==> src/rtl/boot_cmd_engine.sv <==
`timescale 1ns/1ps
// boot_cmd_engine
// UART bootloader protocol engine. Assembles received bytes into 32-bit
// little-endian words and decodes command headers. A write command streams
// payload words into IMEM. A read command streams DMEM words back out as
// transmit bytes. boot_busy keeps the CPU core in reset while a command runs.
//
// Header word: bit31 = 1 write-IMEM / 0 read-DMEM, [30:16] word address,
// [15:0] word count (0 = no-op).
//
// Optional feature (macro BOOT_RX_TIMEOUT_EN): an inter-byte gap timeout in a
// partial header or in a write payload aborts to the header state and pulses
// cmd_err. Without the macro, cmd_err is tied low.
//
// Ports:
//   clk, rst                 clock, asynchronous active-high reset
//   rx_data, rx_valid        received byte, one-cycle strobe
//   tx_data, tx_valid        byte to transmit, held until tx_ready
//   tx_ready                 transmitter accepts when tx_valid && tx_ready
//   imem_we/addr/wdata       IMEM write port (one-cycle strobe)
//   dmem_re/addr, dmem_rdata DMEM read port (data one cycle after dmem_re)
//   boot_busy                high whenever a command is in progress
//   cmd_err                  one-cycle pulse on timeout abort
module boot_cmd_engine #(
  parameter int unsigned ADDR_W         = 15,
  parameter int unsigned LEN_W          = 16,
  parameter int unsigned TIMEOUT_CYCLES = 2_000_000
) (
  input  logic              clk,
  input  logic              rst,
  input  logic [7:0]        rx_data,
  input  logic              rx_valid,
  output logic [7:0]        tx_data,
  output logic              tx_valid,
  input  logic              tx_ready,
  output logic              imem_we,
  output logic [ADDR_W-1:0] imem_addr,
  output logic [31:0]       imem_wdata,
  output logic              dmem_re,
  output logic [ADDR_W-1:0] dmem_addr,
  input  logic [31:0]       dmem_rdata,
  output logic              boot_busy,
  output logic              cmd_err
);

  typedef enum logic [2:0] {
    HDR,
    WR_DATA,
    RD_REQ,
    RD_WAIT,
    RD_SEND
  } state_t;

  state_t            state;
  state_t            state_nx;
  logic [1:0]        bcnt;
  logic [23:0]       rx_word;
  logic [31:0]       full_word;
  logic [ADDR_W-1:0] addr;
  logic [LEN_W-1:0]  count;
  logic [31:0]       tx_sh;
  logic              rx_phase;
  logic              word_done;
  logic              last_word;
  logic              timeout;

  // Only the first three bytes are stored; the fourth is merged on the fly.
  assign full_word = {rx_data, rx_word};
  assign rx_phase  = (state == HDR) || (state == WR_DATA);
  assign word_done = rx_phase && rx_valid && (bcnt == 2'd3);
  assign last_word = (count == LEN_W'(1));

`ifdef BOOT_RX_TIMEOUT_EN
  localparam int unsigned GAP_W = $clog2(TIMEOUT_CYCLES + 1);

  logic [GAP_W-1:0] gap;
  logic             gap_active;

  assign gap_active = ((state == HDR) && (bcnt != 2'd0)) || (state == WR_DATA);
  assign timeout    = gap_active && !rx_valid && (gap == GAP_W'(TIMEOUT_CYCLES - 1));

  always_ff @(posedge clk or posedge rst) begin
    if (rst) begin
      gap     <= '0;
      cmd_err <= 1'b0;
    end else begin
      cmd_err <= timeout;
      if (!gap_active || rx_valid || timeout) begin
        gap <= '0;
      end else begin
        gap <= gap + GAP_W'(1);
      end
    end
  end
`else
  assign timeout = 1'b0;
  assign cmd_err = 1'b0;
`endif

  // State register
  always_ff @(posedge clk or posedge rst) begin
    if (rst) begin
      state <= HDR;
    end else begin
      state <= state_nx;
    end
  end

  // Next-state logic
  always_comb begin
    state_nx = state;
    if (timeout) begin
      state_nx = HDR;
    end else begin
      unique case (state)
        HDR: begin
          if (word_done && (full_word[LEN_W-1:0] != '0)) begin
            state_nx = full_word[31] ? WR_DATA : RD_REQ;
          end
        end
        WR_DATA: begin
          if (word_done && last_word) begin
            state_nx = HDR;
          end
        end
        RD_REQ:  state_nx = RD_WAIT;
        RD_WAIT: state_nx = RD_SEND;
        RD_SEND: begin
          if (tx_ready && (bcnt == 2'd3)) begin
            state_nx = last_word ? HDR : RD_REQ;
          end
        end
        default: state_nx = HDR;
      endcase
    end
  end

  // State-decoded outputs
  always_comb begin
    boot_busy = (state != HDR);
    dmem_re   = (state == RD_REQ);
    tx_valid  = (state == RD_SEND);
    tx_data   = (state == RD_SEND) ? tx_sh[7:0] : '0;
  end

  assign dmem_addr = addr;

  // Datapath: byte assembly, header latch, IMEM write register, TX shifter.
  // The byte counter is shared between RX assembly and TX byte sequencing;
  // RX bytes are ignored outside HDR/WR_DATA so the two never overlap.
  always_ff @(posedge clk or posedge rst) begin
    if (rst) begin
      bcnt       <= '0;
      rx_word    <= '0;
      addr       <= '0;
      count      <= '0;
      tx_sh      <= '0;
      imem_we    <= 1'b0;
      imem_addr  <= '0;
      imem_wdata <= '0;
    end else begin
      imem_we <= 1'b0;
      if (timeout) begin
        bcnt    <= '0;
        rx_word <= '0;
      end else begin
        unique case (state)
          HDR, WR_DATA: begin
            if (rx_valid) begin
              bcnt <= bcnt + 2'd1;
              unique case (bcnt)
                2'd0:    rx_word[7:0]   <= rx_data;
                2'd1:    rx_word[15:8]  <= rx_data;
                2'd2:    rx_word[23:16] <= rx_data;
                default: rx_word        <= '0;
              endcase
              if (bcnt == 2'd3) begin
                if (state == HDR) begin
                  addr  <= full_word[16 +: ADDR_W];
                  count <= full_word[LEN_W-1:0];
                end else begin
                  imem_we    <= 1'b1;
                  imem_addr  <= addr;
                  imem_wdata <= full_word;
                  addr       <= addr + ADDR_W'(1);
                  count      <= count - LEN_W'(1);
                end
              end
            end
          end
          RD_WAIT: tx_sh <= dmem_rdata;
          RD_SEND: begin
            if (tx_ready) begin
              tx_sh <= {8'h00, tx_sh[31:8]};
              bcnt  <= bcnt + 2'd1;
              if (bcnt == 2'd3) begin
                addr  <= addr + ADDR_W'(1);
                count <= count - LEN_W'(1);
              end
            end
          end
          default: ;
        endcase
      end
    end
  end

endmodule
==> config.mk <==
export PLATFORM = sky130hd
export DESIGN_NAME = boot_cmd_engine
export DESIGN_NICKNAME = d
export VERILOG_FILES = /design/src/rtl/boot_cmd_engine.sv
export SDC_FILE = /design/constraint.sdc
export NUM_CORES = 1
export LEC_CHECK = 0
export ABC_AREA = 1
export CORE_MARGIN = 2
export CORE_UTILIZATION = 56
export CTS_BUF_LIST = sky130_fd_sc_hd__clkbuf_16
export DETAILED_ROUTE_END_ITERATION = 16
export DONT_BUFFER_PORTS = 1
export GPL_TIMING_DRIVEN = 1
export MAX_ROUTING_LAYER = met4
export PLACE_DENSITY = 0.71
export REMOVE_ABC_BUFFERS = 1
export SLEW_MARGIN = 20
export SYNTH_ARGS = -nofsm -noshare
export SYNTH_HDL_FRONTEND = slang
export SYNTH_SLANG_ARGS = --single-unit
==> constraint.sdc <==
create_clock -name clk -period 8.07 [get_ports clk]
set_input_delay 1.2105 -clock clk [delete_from_list [all_inputs] [get_ports clk]]
set_output_delay 1.2105 -clock clk [all_outputs]
set_load 0.1 [all_outputs]
==> metrics.md <==
| Metric | Value |
|---|---|
| Outcome | `complete, no violations` |
| Setup TNS | `0 ns` |
| Row count | `40` |
| WHS Path Cells | `2` |
| FF-to-FF path depth | `9` |
| DR pass1 iterations | `5` |
| Type of the worst min-delay path | `flop to flop` |
| Ys async rst share | `1.00` |
| Synth unique cells | `31` |
| Period utilization | `0.433` |
| Yosys warns | `0` |
| Routed len/inst | `15.9 µm` |
| Final slew viol count | `0` |
| First-pass GRT wire length | `25,300 µm` |
| Min Hold Slack | `roughly 0.51 ns` |
| Clock Latency Late Sink | `roughly 0.42 ns` |
| Synth Area in XOR/XNOR | `0.00386` |
| Vias in the first global route | `slightly above 5,000` |
| DRT iter0 DRCs | `around 350` |
| Crit Path Class | `flop to output pin` |
| Hold buffer count at CTS | `0` |
| CTS H-tree depth | `4` |
| Hold EP | `count[6]` |
| Post-synth top area cell | `dfrtp_1` |
| Worst hold start | `count[6]` |
| Critical path startpoint category | `flop` |
| Vias | `about 5,300` |
| Met1 usage in global routing | `0.333` |
| Worst setup EP type | `output pin` |
| Seq/Total Area, Yosys | `0.515` |
| Initial Util | `0.571` |
| Post-CTS Setup Inserts | `0` |
| Die Ht | `114 µm` |
| CTS root buf | `clkbuf_16` |
| CP startpoint | `state[0]` |
| Slew HR | `0.282` |
| Aggregate routed wire length | `between 15,000 and 20,000 µm` |
| GPL Wtd Cong | `approximately 0.86` |
| Hold Vio Cnt, Final | `0` |
| Die width | `114 µm` |
| Die area | `0.0130 mm²` |
| Max-cap violations | `0` |
| CTS resizes | `0` |
| Post-Synth Adder-Cell Area | `0.0129` |
| Total CTS buffers | `17` |
| Worst r2r dst | `dmem_addr[9]` |
| Syn Inst Count | `807` |
| R2r setup slk | `4.89 ns` |
| Top-count cell post-synth | `nand2_1` |
| Initial antenna violation count | `0` |
| # setup viols final | `0` |
| EDFF count, synth | `0` |
| Largest family of logic cells by synthesized area | `simple AND/OR/NAND/NOR gates` |
| CTS max path bufs | `2` |
| Pin count of the biggest net entering global routing | `75` |
| PortBufs | `0` |
| GRT Total Usage | `0.255` |
| RSZ-0062 raised after global routing | `no` |
| Antenna cells | `0` |
| Layout cells sized above 1 | `0.0954` |
| CTS Sinks | `140` |
| Synth area leaders | `dfrtp_1, nand2_1, o21ai_0, nand3_1, inv_1` |
| R2r startpoint | `state[0]` |
| CTS tree | `yes` |
| Min Tclk post-route | `~3.5 ns` |
| Avg Cell Area, Syn | `8.43 µm²` |
| DRC | `0` |
| Layout fillers | `about 1,000` |
| #FFs+latches synth | `between 100 and 150` |
| Register area | `~0.0035 mm²` |
| Post-synthesis mux area share | `0.0281` |
| Achievable Freq | `between 200 and 300 MHz` |
| Vias per inst | `between 5 and 6` |
| Reg clk slew, reported paths | `0.06 ns` |
| Ports | `119` |
| Met3 usage | `0.0731` |
| Synth Area in Compound Gates | `0.143` |
| Worst path arrival time | `approximately 2.3 ns` |
| Gr ovfl total | `0` |
| Worst Tran Pin Value | `1.08 ns` |
| Core footprint | `0.0119 mm²` |
| Final HPWL DP | `roughly 10,000 µm` |
| Worst Path Required | `6.86 ns` |
| Area growth from synthesis to final layout | `11.4%` |
| GR met2 Demand/Resource | `0.379` |
| Top_reg_cell synth | `dfrtp_1` |
| Fin nets | `about 850` |
| Post-synth top area share | `0.515` |
| Remaining antenna violation count | `0` |
| Pre-CTS WS | `4.78 ns` |
| Final WS setup | `roughly 4.6 ns` |
| Post-route clock skew | `0.0102 ns` |
| CP Max Fanout | `17` |
| Synth Area in Simple Gates | `0.217` |
| Multi-input logic area | `~0.0028 mm²` |
| Mapped Area | `0.00680 mm²` |
| Top cells by count, synth | `nand2_1, dfrtp_1, o21ai_0, inv_1, nand3_1` |
| Busiest grt layer | `met2` |
layout by cell type (no fill, tap or decap), types with 10 or more instances in the layout:
master | Yosys | routed
o21a_1 | 30 | 30
mux2_2 | 17 | 17
nand2_1 | 187 | 186
nand3_1 | 70 | 70
o21ai_0 | 92 | 92
clkbuf_16 | 0 | 17
a21oi_1 | 10 | 10
inv_1 | 90 | 91
o211ai_1 | 27 | 27
dfrtp_1 | 140 | 140
nor2_1 | 63 | 55
state kept, by name (all words and copies together), names as in the netlist:
| register | flops |
|---|---|
| imem_wdata | 32 |
| tx_sh | 32 |
| rx_word | 24 |
| count | 16 |
| dmem_addr | 15 |
| imem_addr | 15 |
| state | 3 |
| bcnt | 2 |
| imem_we | 1 |
metrics by stage:
| stage | cells | area [µm²] | utilization |
|---|---|---|---|
| floorplan | 768 | 6610 | - |
| global placement | 922 | 6900 | 0.579 |
| detailed placement | 922 | 6900 | 0.579 |
| CTS | 954 | 7570 | 0.636 |
| global route | 954 | 7570 | 0.636 |
| finish | 954 | 7570 | 0.636 |
layout make-up:
cell class | count | area share
tap | 147 | 0.0243
sequential | 140 | 0.463
multi-input combinational | 536 | 0.368
clock buffer | 17 | 0.0562
timing repair buffer | 7 | 0.00958
clock inverter | 15 | 0.0334
inverter | 92 | 0.0463
kinds of logic (layout without fill, tap and decap cells):
group	after synthesis	after routing
other cells	1	1
buf+inv	131	131
simple gates	345	345
compound gates	163	163
flops	140	140
mux	17	17
fa+ha+maj	7	7
xor+xnor	3	3
layer usage:
layer  part of all wire  vias up
met4              0.018        0
met5                  0        -
met3              0.068       26
met2               0.47      156
li1                   -     2610
met1               0.44     2472
critical path, cell delays in order, from the launching register on:
cell and delay (ns):
dfrtp_1 0.43, nor2_1 0.21, nand2_2 0.30, nor2_2 0.91
worst max path at each step:
stage                                end  slack [ns]  cells past startpoint
after global routing          tx_data[3]        4.47                      3
after detailed placement  imem_wdata[31]        4.78                      4
after CTS                     tx_data[3]        4.54                      3
after global placement    imem_wdata[31]        4.85                      4
after floorplan                  bcnt[0]        3.11                      1
final                         tx_data[3]        4.58                      3
Power is not shown: default switching activity piles up to over one toggle a cycle in this logic, so the estimate is an artifact.
